### src/rtl/pifo_reg_bank_if.sv
// Slot-bank bus between the PIFO register bank, its producer/consumer and the min tree.
// Optional error-flag output appears when PIFO_REG_ERR_EN is defined.
interface pifo_reg_bank_if #(
    parameter int unsigned REG_WIDTH  = 4,
    parameter int unsigned IDX_WIDTH  = 2,
    parameter int unsigned DATA_WIDTH = 8
) ();
    logic                            ins_valid;
    logic [DATA_WIDTH-1:0]           ins_rank;
    logic                            ins_ready;
    logic                            deq_req;
    logic [IDX_WIDTH-1:0]            deq_idx;
    logic                            deq_valid;
    logic [DATA_WIDTH-1:0]           deq_rank;
    logic [REG_WIDTH*DATA_WIDTH-1:0] data_out;
    logic [REG_WIDTH*IDX_WIDTH-1:0]  idx_out;
    logic [REG_WIDTH-1:0]            vld_out;
    logic [IDX_WIDTH:0]              count;
    logic                            full;
    logic                            empty;
`ifdef PIFO_REG_ERR_EN
    logic [1:0]                      err_flags;
`endif

    modport master (
`ifdef PIFO_REG_ERR_EN
        input  err_flags,
`endif
        output ins_valid, ins_rank, deq_req, deq_idx,
        input  ins_ready, deq_valid, deq_rank, data_out, idx_out, vld_out,
               count, full, empty
    );

    modport slave (
`ifdef PIFO_REG_ERR_EN
        output err_flags,
`endif
        input  ins_valid, ins_rank, deq_req, deq_idx,
        output ins_ready, deq_valid, deq_rank, data_out, idx_out, vld_out,
               count, full, empty
    );
endinterface

### src/rtl/pifo_reg_bank.sv
// PIFO slot register bank: inserts fill the lowest free slot, removals free a slot chosen by the min tree.
// Define PIFO_REG_ERR_EN to add sticky err_flags (bit0 insert-while-full, bit1 remove-of-invalid-slot).
module pifo_reg_bank #(
    parameter int unsigned REG_WIDTH  = 4,
    parameter int unsigned IDX_WIDTH  = 2,
    parameter int unsigned DATA_WIDTH = 8
) (
    input  logic           axis_aclk,
    input  logic           axis_resetn,
    pifo_reg_bank_if.slave bus
);
    localparam int unsigned CNT_WIDTH = IDX_WIDTH + 1;

    logic [REG_WIDTH-1:0]            r_vld;
    logic [DATA_WIDTH-1:0]           r_rank [REG_WIDTH];
    logic [CNT_WIDTH-1:0]            r_count;
    logic                            r_full;
    logic                            r_empty;
    logic                            r_ins_ready;
    logic                            r_deq_valid;
    logic [DATA_WIDTH-1:0]           r_deq_rank;

    logic                            w_ins_fire;
    logic                            w_deq_fire;
    logic [IDX_WIDTH-1:0]            w_free_idx;
    logic [CNT_WIDTH-1:0]            w_count_nxt;
    logic [REG_WIDTH*DATA_WIDTH-1:0] w_data_flat;
    logic [REG_WIDTH*IDX_WIDTH-1:0]  w_idx_flat;

    // Both fire conditions look only at pre-edge slot state, so an insert can never land in
    // the slot being freed on the same edge (that slot still reads valid here).
    assign w_ins_fire = bus.ins_valid & r_ins_ready;
    assign w_deq_fire = bus.deq_req & r_vld[bus.deq_idx];

    // Lowest-numbered free slot
    always_comb begin
        w_free_idx = '0;
        for (int i = REG_WIDTH - 1; i >= 0; i--) begin
            if (!r_vld[i]) w_free_idx = IDX_WIDTH'(i);
        end
    end

    always_comb begin
        w_count_nxt = r_count;
        if (w_ins_fire && !w_deq_fire) begin
            w_count_nxt = r_count + CNT_WIDTH'(1);
        end else if (!w_ins_fire && w_deq_fire) begin
            w_count_nxt = r_count - CNT_WIDTH'(1);
        end
    end

    // Slot state; ranks of freed slots are left in place, only vld drops
    always_ff @(posedge axis_aclk or negedge axis_resetn) begin
        if (!axis_resetn) begin
            r_vld <= '0;
            for (int i = 0; i < REG_WIDTH; i++) r_rank[i] <= '0;
        end else begin
            if (w_deq_fire) r_vld[bus.deq_idx] <= 1'b0;
            if (w_ins_fire) begin
                r_vld[w_free_idx]  <= 1'b1;
                r_rank[w_free_idx] <= bus.ins_rank;
            end
        end
    end

    // Occupancy and status flags, registered from the next count
    always_ff @(posedge axis_aclk or negedge axis_resetn) begin
        if (!axis_resetn) begin
            r_count     <= '0;
            r_full      <= 1'b0;
            r_empty     <= 1'b1;
            r_ins_ready <= 1'b1;
        end else begin
            r_count     <= w_count_nxt;
            r_full      <= (w_count_nxt == CNT_WIDTH'(REG_WIDTH));
            r_empty     <= (w_count_nxt == CNT_WIDTH'(0));
            r_ins_ready <= (w_count_nxt != CNT_WIDTH'(REG_WIDTH));
        end
    end

    // Removal result: one-cycle pulse, rank held between pulses
    always_ff @(posedge axis_aclk or negedge axis_resetn) begin
        if (!axis_resetn) begin
            r_deq_valid <= 1'b0;
            r_deq_rank  <= '0;
        end else begin
            r_deq_valid <= w_deq_fire;
            if (w_deq_fire) r_deq_rank <= r_rank[bus.deq_idx];
        end
    end

    always_comb begin
        w_data_flat = '0;
        w_idx_flat  = '0;
        for (int k = 0; k < REG_WIDTH; k++) begin
            w_data_flat[k*DATA_WIDTH +: DATA_WIDTH] = r_rank[k];
            w_idx_flat[k*IDX_WIDTH +: IDX_WIDTH]    = IDX_WIDTH'(k);
        end
    end

    assign bus.data_out  = w_data_flat;
    assign bus.idx_out   = w_idx_flat;
    assign bus.vld_out   = r_vld;
    assign bus.count     = r_count;
    assign bus.full      = r_full;
    assign bus.empty     = r_empty;
    assign bus.ins_ready = r_ins_ready;
    assign bus.deq_valid = r_deq_valid;
    assign bus.deq_rank  = r_deq_rank;

`ifdef PIFO_REG_ERR_EN
    logic [1:0] r_err;

    always_ff @(posedge axis_aclk or negedge axis_resetn) begin
        if (!axis_resetn) begin
            r_err <= '0;
        end else begin
            if (bus.ins_valid && r_full)               r_err[0] <= 1'b1;
            if (bus.deq_req && !r_vld[bus.deq_idx])    r_err[1] <= 1'b1;
        end
    end

    assign bus.err_flags = r_err;
`endif
endmodule

### src/flat_wrapper.sv
// flat-port wrapper written by rule: the top's interface ports become plain ports
module pifo_reg_bank_flat 
#(
    parameter int unsigned REG_WIDTH  = 4,
    parameter int unsigned IDX_WIDTH  = 2,
    parameter int unsigned DATA_WIDTH = 8
)
  (axis_aclk, axis_resetn, bus_ins_valid, bus_ins_rank, bus_deq_req, bus_deq_idx, bus_ins_ready, bus_deq_valid, bus_deq_rank, bus_data_out, bus_idx_out, bus_vld_out, bus_count, bus_full, bus_empty);
  pifo_reg_bank_if #(.REG_WIDTH(REG_WIDTH), .IDX_WIDTH(IDX_WIDTH), .DATA_WIDTH(DATA_WIDTH)) bus_i ();
  input  logic axis_aclk;
  input  logic axis_resetn;
  input wire logic [$bits(bus_i.ins_valid)-1:0] bus_ins_valid;
  input wire logic [$bits(bus_i.ins_rank)-1:0] bus_ins_rank;
  input wire logic [$bits(bus_i.deq_req)-1:0] bus_deq_req;
  input wire logic [$bits(bus_i.deq_idx)-1:0] bus_deq_idx;
  output wire logic [$bits(bus_i.ins_ready)-1:0] bus_ins_ready;
  output wire logic [$bits(bus_i.deq_valid)-1:0] bus_deq_valid;
  output wire logic [$bits(bus_i.deq_rank)-1:0] bus_deq_rank;
  output wire logic [$bits(bus_i.data_out)-1:0] bus_data_out;
  output wire logic [$bits(bus_i.idx_out)-1:0] bus_idx_out;
  output wire logic [$bits(bus_i.vld_out)-1:0] bus_vld_out;
  output wire logic [$bits(bus_i.count)-1:0] bus_count;
  output wire logic [$bits(bus_i.full)-1:0] bus_full;
  output wire logic [$bits(bus_i.empty)-1:0] bus_empty;
  assign bus_i.ins_valid = bus_ins_valid;
  assign bus_i.ins_rank = bus_ins_rank;
  assign bus_i.deq_req = bus_deq_req;
  assign bus_i.deq_idx = bus_deq_idx;
  assign bus_ins_ready = bus_i.ins_ready;
  assign bus_deq_valid = bus_i.deq_valid;
  assign bus_deq_rank = bus_i.deq_rank;
  assign bus_data_out = bus_i.data_out;
  assign bus_idx_out = bus_i.idx_out;
  assign bus_vld_out = bus_i.vld_out;
  assign bus_count = bus_i.count;
  assign bus_full = bus_i.full;
  assign bus_empty = bus_i.empty;
  pifo_reg_bank #(.REG_WIDTH(REG_WIDTH), .IDX_WIDTH(IDX_WIDTH), .DATA_WIDTH(DATA_WIDTH)) u_core (.axis_aclk(axis_aclk), .axis_resetn(axis_resetn), .bus(bus_i));
endmodule
### config.mk
export PLATFORM = sky130hd
export DESIGN_NAME = pifo_reg_bank_flat
export DESIGN_NICKNAME = d
export VERILOG_FILES = /design/src/rtl/pifo_reg_bank_if.sv /design/src/rtl/pifo_reg_bank.sv /design/src/flat_wrapper.sv
export SDC_FILE = /design/constraint.sdc
export NUM_CORES = 1
export LEC_CHECK = 0
export ABC_CLOCK_PERIOD_IN_PS = 1700
export CAP_MARGIN = 20
export CORE_MARGIN = 5
export CORE_UTILIZATION = 23
export DETAILED_ROUTE_END_ITERATION = 16
export PLACE_DENSITY = 0.54
export SKIP_LAST_GASP = 1
export SLEW_MARGIN = 20
export SYNTH_ARGS = -nofsm -noshare
export SYNTH_HDL_FRONTEND = slang
export SYNTH_SLANG_ARGS = --single-unit
### constraint.sdc
create_clock -name axis_aclk -period 1.7 [get_ports axis_aclk]
set_input_delay 0.255 -clock axis_aclk [delete_from_list [all_inputs] [get_ports axis_aclk]]
set_output_delay 0.255 -clock axis_aclk [all_outputs]
set_load 0.05 [all_outputs]
== After elaboration in Yosys (flattened, before gate mapping) ==
Index checks and enable logic that the tools add are counted.

* Logic and storage cells: 57
* Input port bits: 14
* Flip-flop bits (word level): 51
* Output and inout bits: 59

* Reductions and logical operators: 8
* Add/subtract/negate cells: 2
* Mux-type cells: 20
* Eq/ne operators: 2
* Magnitude comparators: 7
* Bitwise gates (word level): 7

{| class="wikitable"
|+ Operators with widths
! kind !! number
|-
| $bwmux 32 || 1
|-
| $mux 8 || 3
|-
| $bmux 8 s2 || 1
|-
| $demux 8 s2 || 1
|-
| $mux 2 || 4
|-
| $mux 4 || 2
|-
| $ge 3x3->1 const B || 2
|-
| $lt 2x3->1 const B || 2
|-
| $mux 3 || 2
|-
| $not 2->3 || 2
|-
| $logic_and 1x1->1 || 5
|-
| $and 4x4->4 || 1
|-
| $demux 1 s2 || 2
|-
| $ge 2x1->1 const B || 2
|-
| $not 4->4 || 1
|-
| $or 4x4->4 || 1
|-
| $add 3x1->3 const B || 1
|-
| $eq 3x3->1 const B || 1
|-
| $logic_not 3->1 || 1
|-
| $lt 3x1->1 const B || 1
|-
| $mux 1 || 3
|-
| $ne 3x3->1 const B || 1
|-
| $sub 3x1->3 const B || 1
|-
| $and 1x1->1 || 2
|-
| 2 further kinds || 3
|}

== Logic depth before layout (Yosys ltp) ==
Gate-level depths: netlist (run 1).

* Depth after elaboration: 10
* Gate-level depth with buffers: 6
* Gate-level depth less buffers: 6

== Least setup slack after synthesis (run 1) ==
Ideal clock, no wire load.

* Path kind: reg2reg
* From: register u_core.r_ins_ready, in the netlist u_core.bus.ins_ready
* To: register u_core.r_rank (netlist bit u_core.bus.data_out[16])
* Buffers on the path: 0
* Period minus slack after synthesis: 1979 ps
* Stages on the path, launching flop included: 5
* Data required time: 1573 ps
* Setup time: 127 ps
* Setup slack: -279 ps
* Data arrival time: 1852 ps
* Cells stage by stage: dfstp_2 and2_1 nand2_1 nor3b_4 mux2_1

* Longest elaborated chain between the ends: 1

{| class="wikitable"
|+ Ends and longest elaborated chain
! item !! line !! RTL
|-
| from (decl) || pifo_reg_bank.sv:19 || <nowiki>logic r_ins_ready;</nowiki>
|-
| from (signal assigned) || pifo_reg_bank.sv:77 || <nowiki>r_ins_ready <= (w_count_nxt != CNT_WIDTH'(REG_WIDTH));</nowiki>
|-
| $and 1x1->1 || pifo_reg_bank.sv:32 || <nowiki>assign w_ins_fire = bus.ins_valid & r_ins_ready;</nowiki>
|-
| to (signal, indexed assignment) || pifo_reg_bank.sv:61 || <nowiki>r_rank[w_free_idx] <= bus.ins_rank;</nowiki>
|-
| to (decl) || pifo_reg_bank.sv:15 || <nowiki>logic [DATA_WIDTH-1:0] r_rank [REG_WIDTH];</nowiki>
|}

No other way between the ends.
A chain may end at the register's enable or synchronous reset.

== Worst setup path in the final report (run 1) ==
* From: register u_core.r_ins_ready, in the netlist u_core.bus.ins_ready
* To: register u_core.r_rank (netlist bit u_core.bus.data_out[23])

The elaborated chain is that of the path after synthesis.

==> key figures, run 1 <==
CTS
  • CTS tree: built
  • Clock buffer depth: 2
  • Worst-skew pair later-pin latency: roughly 300 ps
  • Cts bufs inserted: 5
  • Root buffer cell: clkbuf_8
  • Clk sinks: just over 50
  • Reg clk slew, reported paths: approximately 90 ps
  • H-Tree Depth: 2

Critical path
  • Cells along the critical path: and2_4, nand2_4, nor3b_4, buf_12, mux2_1
  • Worst Path Required: around 1900 ps
  • Slowest library cell on the worst path: dfstp_2
  • Crit Path Class: reg -> reg
  • Worst path bufs/invs: 1
  • Worst Setup End Kind: flop
  • CP top delay family: flip-flops
  • CP startpoint kind: flop
  • CP Max Fanout: 6
  • CP max stage delay: roughly 550 ps
  • Crit path DAT: ~1800 ps

Global routing
  • Pin count of the biggest net entering global routing: 34
  • First-pass GRT wire length: about 10000 µm
  • Total gr overflow: 0
  • Number of global-route vias before repair: 1770
  • Initial antenna violation count: 0
  • Gr usage total: 0.1022

Yosys
  • Number of enable flip-flop cells after synthesis: 0
  • Yosys cell types: 33
  • Simple-gate share of the synthesized area: 0.06132
  • Main combinational cell family by area after synthesis: multiplexers
  • Mux contribution to synthesized area: 0.2916
  • Sequential share of the synthesized area: 0.5498
  • Ranking of synthesized cells by area: dfrtp_1 (53%), mux2_2 (13%), mux4_2 (7.7%), mux2_1 (6.8%), buf_4 (2.6%)
  • Synth warn: 0
  • Mapped Cells: approximately 160
  • Yosys reg bits: 51
  • Ys flop type: dfrtp_1
  • Synth top area share: 0.5272
  • Mapped cell area: 2326 µm²
  • Post-synth ARST share: 1.000
  • Synth Area in Adders: 0.01076
  • Synth Area in XOR/XNOR: 0.01130
  • Compound-Gate Fraction of Synth Area: 0.03012
  • Avg Inst Size Synth: around 15 µm²
  • Leading area contributor after synthesis: dfrtp_1

Floorplanning
  • Core Region: 9819 µm²
  • IO Pins: 73
  • Die ar.: 12220 µm²
  • Num rows: 36
  • Die Width: around 110 µm
  • Initial Utilization: 0.2369
  • Die height: between 100 and 150 µm

Drt
  • Router iterations before antenna repair: 4
  • Via count: about 1.5k
  • DR DRC count: 0
  • Per-cell routed wire length: approximately 16 µm
  • 1st-iter DRT viols: 29
  • Final wirelength: ~6000 µm
  • Detail Route Antenna Nets: 0
  • Avg Vias per Cell: 4.084

Place
  • Post-DP HPWL: 4587 µm
  • Placed Cells: between 300 and 400
  • Area post-placement: approximately 3200 µm²
  • Placer Congestion: between 0.7 and 0.8
  • I/O Buffers: 64

STA
  • Hold Vio Cnt, Final: 0
  • TNS Setup: 0 ps
  • Fmax: 0.6130 GHz
  • Setup violations, final: 0
  • RSZ-0062 raised after global routing: true
  • Post-layout minimum cycle time: about 1600 ps
  • Max-slew violations: 0
  • Worst hold margin: between 400 and 500 ps
  • Tcrit/Tclk final: 0.9596
  • Layout Skew: between 3 and 4 ps

Finish
  • Diodes inserted: 0
  • Post-route cell area: 3294 µm²
  • Post-route insts no fill: 379
  • Share of layout cells above drive strength 1: 0.5488
  • Fillers: 1025
  • Final Net Count: between 200 and 300
  • Area delta synth->final: 41.64%

Worst hold path
  • HP Class: in -> reg

Flow run
  • Max-cap viol count: 0

Status
  • Outcome: finished clean
## area by class of cell
type,count,area (µm²),share of cell area
clock buffer,7,76.32,0.02317
clock inverter,1,5.005,0.001519
inverter,2,7.507,0.002279
multi-input combinational,97,1016,0.3084
sequential,51,1286,0.3904
tap,133,166.4,0.05051
timing repair buffer,88,737.0,0.2237
## kinds of logic (layout without fill, tap and decap cells)
kind of cell / Yosys count / after routing
adders and majority gates: 2 / 2
xor gates and xnor gates: 3 / 3
muxes: 52 / 52
and+or+nand+nor: 24 / 24
buffers and inverters: 15 / 98
other: 2 / 8
DFF: 51 / 51
AOI/OAI and AO/OA: 8 / 8
## through the flow
step | setup slack [ps] | utilization
2_1_floorplan | -137.8 | -
3_3_place_gp | -268.6 | 0.3215
3_5_place_dp | -339.5 | 0.3215
4_1_cts | 1.626 | 0.3315
5_1_grt | -15.12 | 0.3355
6_report | 68.65 | 0.3355
## registers in the layout, indices dropped and copies added, names as in the netlist
signal                count
u_core.bus.data_out      32
u_core.bus.deq_rank       8
u_core.bus.vld_out        4
u_core.bus.count          3
u_core.bus.deq_valid      1
u_core.bus.empty          1
u_core.bus.full           1
u_core.bus.ins_ready      1
## worst register-to-register path, delay by kind of cell (launching register included)
kind / cells / cell delay, ps
buffers and inverters: 1 / 170
multiplexers: 1 / 320
AND/OR/NAND/NOR: 3 / 490
flip-flops: 1 / 550
## synth_stat cells, types with 2 or more instances
cell       n
buf_4      8
nand2_1    9
dfrtp_1   49
mux4_2     8
conb_1     2
nor2_1     2
mux2_1    14
mux2i_1    2
a21o_1     2
dfstp_2    2
o21ai_0    2
ha_1       2
mux2_2    26
nand3_1    2
mux2i_2    2
buf_2      3
nand2b_1   3
xnor2_1    2
inv_1      2
and2_1     2
## worst paths after layout
kind / from / to / slack [ps] / cells after the start
max in group asynchronous: axis_resetn / u_core.bus.ins_ready$_DFF_PN1_ / 660 / 3
worst min register to register: u_core.bus.deq_rank[6]$_DFFE_PN0N_ / u_core.bus.deq_rank[6]$_DFFE_PN0N_ / 490 / 1
worst max register to register: u_core.bus.ins_ready$_DFF_PN1_ / u_core.bus.data_out[23]$_DFFE_PN0P_ / 70 / 5
worst max-delay path: u_core.bus.ins_ready$_DFF_PN1_ / u_core.bus.data_out[23]$_DFFE_PN0P_ / 70 / 5
worst min-delay path: bus_deq_req / u_core.bus.vld_out[0]$_DFF_PN0_ / 400 / 4
min in group asynchronous: axis_resetn / u_core.bus.data_out[28]$_DFFE_PN0P_ / 450 / 2
## layer usage
layer  track usage  wire, µm  part of all wire  vias to the layer above
li1              -         -                 -                      719
met1        0.1324      2644              0.44                      781
met2        0.1687      3013              0.50                       46
met3       0.03228       366             0.061                        2
met4       0.01970        23            0.0038                        0
met5             0         0                 0                        -
## layout by cell type (no fill, tap or decap), types with 2 or more instances in the layout
cell,netlist,layout
mux2_1,14,12
dfrtp_2,0,6
conb_1,2,8
dfstp_2,2,2
buf_4,8,70
dlymetal6s2s_1,0,2
inv_1,2,2
a21o_1,2,2
mux2_2,26,22
clkbuf_1,1,2
mux2_4,0,6
mux4_2,8,8
nand2b_1,3,2
clkdlybuf4s50_1,0,10
ha_1,2,2
buf_12,0,3
nor2_1,2,2
nand2_1,9,8
clkbuf_8,0,5
o21ai_0,2,2
xnor2_1,2,2
nand3_1,2,2
mux2i_2,2,3
dfrtp_1,49,43
## repair_timing
| action | CTS | global route |
|---|---|---|
| buffers inserted | 1 | 2 |
| setup endpoints to repair | 1 | 8 |
| hold buffers | 1 | 0 |
| hold endpoints to repair | 18 | 0 |
| resized for setup | 0 | 6 |
| pin swaps | 1 | 2 |
Power of run 1 is left out: the tool's default activity adds up to more than one toggle a clock period on the data nets, which glitch-free logic cannot reach.
==> run 2, diff against run 1 <==
--- a/config.mk
+++ b/config.mk
@@ -7,10 +7,12 @@
 export LEC_CHECK = 0
 export ABC_CLOCK_PERIOD_IN_PS = 1700
 export CAP_MARGIN = 20
+export CELL_PAD_IN_SITES_DETAIL_PLACEMENT = 0
+export CELL_PAD_IN_SITES_GLOBAL_PLACEMENT = 1
 export CORE_MARGIN = 5
 export CORE_UTILIZATION = 23
 export DETAILED_ROUTE_END_ITERATION = 16
-export PLACE_DENSITY = 0.54
+export PLACE_DENSITY = 0.63
 export SKIP_LAST_GASP = 1
 export SLEW_MARGIN = 20
 export SYNTH_ARGS = -nofsm -noshare
==> key figures, run 2 (synthesized netlist as in run 1, its figures left out) <==
Place
  • Placed Cells: 364 (-0.82%)
  • Post-DP HPWL: 4511 µm (-1.7%)
  • Setup WS pre-CTS: -303.4 ps (+36.11 ps)
  • Placer Congestion: 0.7041 (-0.48%)
  • I/O Buffers: 64 (unchanged)

Finish
  • Final Net Count: 259 (-0.77%)
  • Post-route insts no fill: 378 (-0.26%)
  • Share of layout cells above drive strength 1: 0.5451 (-0.003699)
  • Area delta synth->final: 41.58% (about the same)
  • Commonest non-fill, non-tap cell in the layout: buf_4
  • Most frequent cells in the layout: buf_4 (68), dfrtp_1 (43), mux2_2 (22)
  • Largest register FFs: 32 (unchanged)

CTS
  • Cts bufs inserted: 5 (unchanged)
  • Clock buffer depth: 2 (unchanged)
  • CTS tree: built
  • Worst-skew pair later-pin latency: 310 ps (about the same)
  • Root buffer cell: clkbuf_8
  • Clk sinks: 51 (unchanged)
  • H-Tree Depth: 2 (unchanged)
  • Reg clk slew, reported paths: 100 ps (about the same)

STA
  • Layout Skew: 5.661 ps (+2.105 ps)
  • Tcrit/Tclk final: 0.9440 (-0.01565)
  • Worst hold margin: 397.7 ps (-6.190 ps)
  • RSZ-0062 raised after global routing: false
  • Hold Vio Cnt, Final: 0 (unchanged)
  • Post-route setup slack: 95.25 ps (+26.60 ps)
  • Setup violations, final: 0 (unchanged)
  • Fmax: 0.6232 GHz (+1.7%)
  • Max-slew violations: 0 (unchanged)
  • Post-layout minimum cycle time: 1605 ps (-26.60 ps)

Floorplanning
  • Initial Utilization: 0.2369 (unchanged)
  • Num rows: 36 (unchanged)
  • Die ar.: 12220 µm² (unchanged)
  • IO Pins: 73 (unchanged)
  • Die Width: 110.6 µm (unchanged)
  • Core Region: 9819 µm² (unchanged)
  • Die height: 110.6 µm (unchanged)

Drt
  • DR DRC count: 0 (unchanged)
  • Detail Route Antenna Nets: 0 (unchanged)
  • 1st-iter DRT viols: 46 (+59%)
  • Final wirelength: 5955 µm (-1.5%)
  • Avg Vias per Cell: 4.164 (+1.9%)
  • Via count: 1574 (+1.7%)
  • Router iterations before antenna repair: 4 (unchanged)
  • Per-cell routed wire length: 15.75 µm (-1.3%)

Critical path
  • Crit Path Class: in -> reg
  • Crit path DAT: 1810 ps (about the same)
  • CP top delay family: multiplexers
  • Worst path bufs/invs: 2 (+1)
  • Slowest library cell on the worst path: clkdlybuf4s50_1
  • CP startpoint kind: input pin
  • Worst Setup End Kind: flop
  • CP Max Fanout: 7 (+1)
  • Worst reg2reg setup slack: 110 ps (+40 ps)
  • CP max stage delay: 540 ps (about the same)
  • Worst Path Required: 1900 ps (about the same)
  • Cells along the critical path: clkdlybuf4s50_1, buf_4, mux4_2, mux2_1

Global routing
  • Pin count of the biggest net entering global routing: 52 (+53%)
  • Gr usage total: 0.09836 (-0.003846)
  • Number of global-route vias before repair: 1593 (-10%)
  • Total gr overflow: 0 (unchanged)
  • Initial antenna violation count: 1 (+1)
  • First-pass GRT wire length: 9453 µm (-5.2%)

Status
  • Outcome: finished clean

Flow run
  • Max-cap viol count: 0 (unchanged)

Worst hold path
  • HP Class: in -> reg
==> run 2: layout make-up <==
type                       count  area (µm²)
clock buffer                   5       68.82
tap                          133       166.4
antenna                        1       2.502
sequential                    51        1286
multi-input combinational     97        1008
clock inverter                 3       22.52
fill                        1018        6526
inverter                       2       7.507
timing repair buffer          86       730.7
==> run 2: timing repair <==
action                                  CTS  global route
hold endpoints to repair                 49             0
endpoints found under the setup margin    0             6
hold buffers                              1             0
resized for setup                         0             3
setup buffers                             0             4
==> run 2: stage by stage <==
stage	util	instance area [µm²]	setup TNS (ps)
3_5_place_dp	0.3205	3147	-5356
2_1_floorplan	-	2391	-2110
5_1_grt	0.3354	3293	0
4_1_cts	0.3308	3248	0
6_report	0.3354	3293	0
3_3_place_gp	0.3205	3147	-4603
==> run 2: layer usage <==
| metal | track usage | part of all wire |
|---|---|---|
| met1 | 0.1286 | 0.44 |
| met2 | 0.1578 | 0.50 |
| met3 | 0.03009 | 0.052 |
| met4 | 0.02709 | 0.011 |
| met5 | 0 | 0 |
==> run 2: final timing paths <==
path | from | to | depth (start not counted)
worst max register to register | u_core.bus.ins_ready$_DFF_PN1_ | u_core.bus.data_out[9]$_DFFE_PN0P_ | 5
min in group asynchronous | axis_resetn | u_core.bus.data_out[26]$_DFFE_PN0P_ | 3
max in group asynchronous | axis_resetn | u_core.bus.ins_ready$_DFF_PN1_ | 3
worst max-delay path | bus_deq_idx[0] | u_core.bus.deq_rank[6]$_DFFE_PN0N_ | 4
worst min-delay path | bus_deq_req | u_core.bus.vld_out[0]$_DFF_PN0_ | 4
worst min register to register | u_core.bus.deq_rank[3]$_DFFE_PN0N_ | u_core.bus.deq_rank[3]$_DFFE_PN0N_ | 1
==> run 2: tightest hold or removal path: stages <==
cell and delay [ps]:
dlymetal6s2s_1 170, nand2b_4 100, o21ai_0 80, nand2b_1 70
Power of run 2 is left out for the same reason.
==> edit (settings of run 2) <==
`IDX_WIDTH` is set to 2 in 3 places; all go to 1.
--- a/src/rtl/pifo_reg_bank_if.sv
+++ b/src/rtl/pifo_reg_bank_if.sv
@@ -2,7 +2,7 @@
 // Optional error-flag output appears when PIFO_REG_ERR_EN is defined.
 interface pifo_reg_bank_if #(
     parameter int unsigned REG_WIDTH  = 4,
-    parameter int unsigned IDX_WIDTH  = 2,
+    parameter int unsigned IDX_WIDTH  = 1,
     parameter int unsigned DATA_WIDTH = 8
 ) ();
     logic                            ins_valid;
--- a/src/rtl/pifo_reg_bank.sv
+++ b/src/rtl/pifo_reg_bank.sv
@@ -2,7 +2,7 @@
 // Define PIFO_REG_ERR_EN to add sticky err_flags (bit0 insert-while-full, bit1 remove-of-invalid-slot).
 module pifo_reg_bank #(
     parameter int unsigned REG_WIDTH  = 4,
-    parameter int unsigned IDX_WIDTH  = 2,
+    parameter int unsigned IDX_WIDTH  = 1,
     parameter int unsigned DATA_WIDTH = 8
 ) (
     input  logic           axis_aclk,
--- a/src/flat_wrapper.sv
+++ b/src/flat_wrapper.sv
@@ -2,7 +2,7 @@
 module pifo_reg_bank_flat 
 #(
     parameter int unsigned REG_WIDTH  = 4,
-    parameter int unsigned IDX_WIDTH  = 2,
+    parameter int unsigned IDX_WIDTH  = 1,
     parameter int unsigned DATA_WIDTH = 8
 )
   (axis_aclk, axis_resetn, bus_ins_valid, bus_ins_rank, bus_deq_req, bus_deq_idx, bus_ins_ready, bus_deq_valid, bus_deq_rank, bus_data_out, bus_idx_out, bus_vld_out, bus_count, bus_full, bus_empty);
Interface: changed (resized bus_count, bus_deq_idx and bus_idx_out); port bits go from 73 to 67. The function was not compared with the original's and may differ.
==> edit against run 2 <==
  * Design area fell by 34%
  * Critical path depth fell by 1
  * Routed wire length fell by 38%
  * Sequential cell count fell by 19
  * Largest cell class unchanged
  * Hold slack got worse by 0.37 ns
  * Utilization fell by 1.4 points
  * Setup slack improved by 0.12 ns
  * Critical endpoint is now u_core.bus.data_out[8]
  * Synthesized area fell by 33%
Power is left out: it rests on default switching activity, and per cell area and clock period it moved more than threefold.
==> edit: results (changes against run 2) <==
Worst setup path
  – R2R cell count: 3 (-2)
  – Reg2reg setup slack: 0.22 ns (+0.11 ns)
  – Worst-path maximum fanout: 9 (+2)
  – Worst R2R Start: u_core.bus.ins_ready
  – R2R Path End: u_core.bus.data_out[8]
  – Critical path data arrival time: 1.64 ns (-0.17 ns)
  – Critical Path Start: u_core.bus.ins_ready

STA
  – Final setup skew: 0.00822 ns (+0.00256 ns)
  – Slew HR: 0.519
  – Setup_tns: 0 ns (unchanged)

Finish
  – Fill count: 707 (-31%)
  – Share of cells above drive strength 1: 0.415 (-0.130)
  – Fin nets: 200 (-23%)
  – Final cell count without fillers: 268 (-29%)
  – Max reg flops: 16 (-50%)
  – Diode count: 0 (-1)

CTS
  – H-tree depth: 2 (unchanged)
  – Worst-path clk slew: 0.06 ns (-0.04 ns)
  – Post-CTS Setup Inserts: 0 (unchanged)
  – Max Root-Sink Buffers: 2 (unchanged)
  – Gates resized, CTS repair: 0 (unchanged)
  – Worst-Skew Late Latency: 0.28 ns (-0.03 ns)
  – Num CTS Buffers: 5 (unchanged)
  – CTS root buf: clkbuf_8

Logic synthesis
  – Post-synthesis cell type count: 28 (-15%)
  – Ys Warns: 0 (unchanged)
  – Dominant synthesized flop cell: dfrtp_1
  – Sequential area share after synthesis: 0.513 (-0.0366)
  – Asr flop ratio synth: 1.00 (unchanged)
  – Mapped Cells: 130 (-17%)
  – Commonest cells in the netlist: 30 x dfrtp_1, 23 x buf_4, 18 x o21ai_0
  – Main area contributors after synthesis: dfrtp_1 48%, buf_4 11%, mux2_2 11%

Placement
  – Setup WS pre-CTS: -0.0147 ns (+0.289 ns)
  – Inst Count DP: 260 (-29%)
  – I/O Buffers: 44 (-31%)
  – Final HPWL from detailed placement: 2.69 mm (-40%)
  – Final Wtd Congestion: 0.815 (+16%)

GRT
  – First-pass GRT wire length: 5.84 mm (-38%)
  – Pin count of the biggest net entering global routing: 33 (-37%)
  – GRT Util Overall: 0.0892 (-0.00916)
  – Number of global-route vias before repair: 1126 (-29%)
  – Initial antenna violation count: 0 (-1)

Routing
  – DR iter-0 viols: 22 (-52%)
  – Wire per inst: 13.7 um (-13%)
  – First-pass DRT Iterations: 2 (-2)
  – Via-per-instance ratio: 4.12 (-0.98%)

Min path
  – HP Class: input port to async pin

Run status
  – Status: completed
[edit: logic make-up after synthesis]
family                    count (synthesis)  share of synthesized area
and+or+nand+nor                          12                     0.0576
buffers and inverters                    28                      0.123
AOI/OAI and AO/OA                        28                      0.110
other                                     2                    0.00480
muxes                                    26                      0.180
xor gates and xnor gates                  2                     0.0112
DFF                                      32                      0.513
[edit: critical path, stage by stage (launching register included)]
cell	delay (ns)
dfstp_2	0.59
and2_1	0.21
nand2_2	0.20
mux2_1	0.36
[edit: metrics by stage]
step | hold slack (ns) | area (um^2)
finish | 0.0310 | 2160
global route | 0.109 | 2160
CTS | 0.0540 | 2160
detailed placement | 0.365 | 2050
global placement | 0.366 | 2050
floorplan | -0.0406 | 1640
[edit: final cells by class]
cell class,instances,area share
inverters,2,0.00348
repair buffers,56,0.230
flip-flops and latches,32,0.372
clock buffers,6,0.0336
clock inverters,2,0.0162
multi-input cells,90,0.299
well taps,80,0.0464
[edit: layer usage]
metal | global-route usage | share of wire
met5 | 0 | 0
met4 | 0.0371 | 0.015
met3 | 0.0366 | 0.091
met2 | 0.135 | 0.47
met1 | 0.112 | 0.42
[edit: how the worst max path moves through the flow]
stage                                   to  slack [ns]  cells after the start
finish              u_core.bus.data_out[8]        0.22                      3
global route        u_core.bus.data_out[8]        0.14                      3
CTS                 u_core.bus.data_out[8]        0.20                      3
detailed placement         u_core.bus.full       -0.01                      4
global placement           u_core.bus.full      0.0007                      4
floorplan           u_core.bus.data_out[8]        0.14                      3
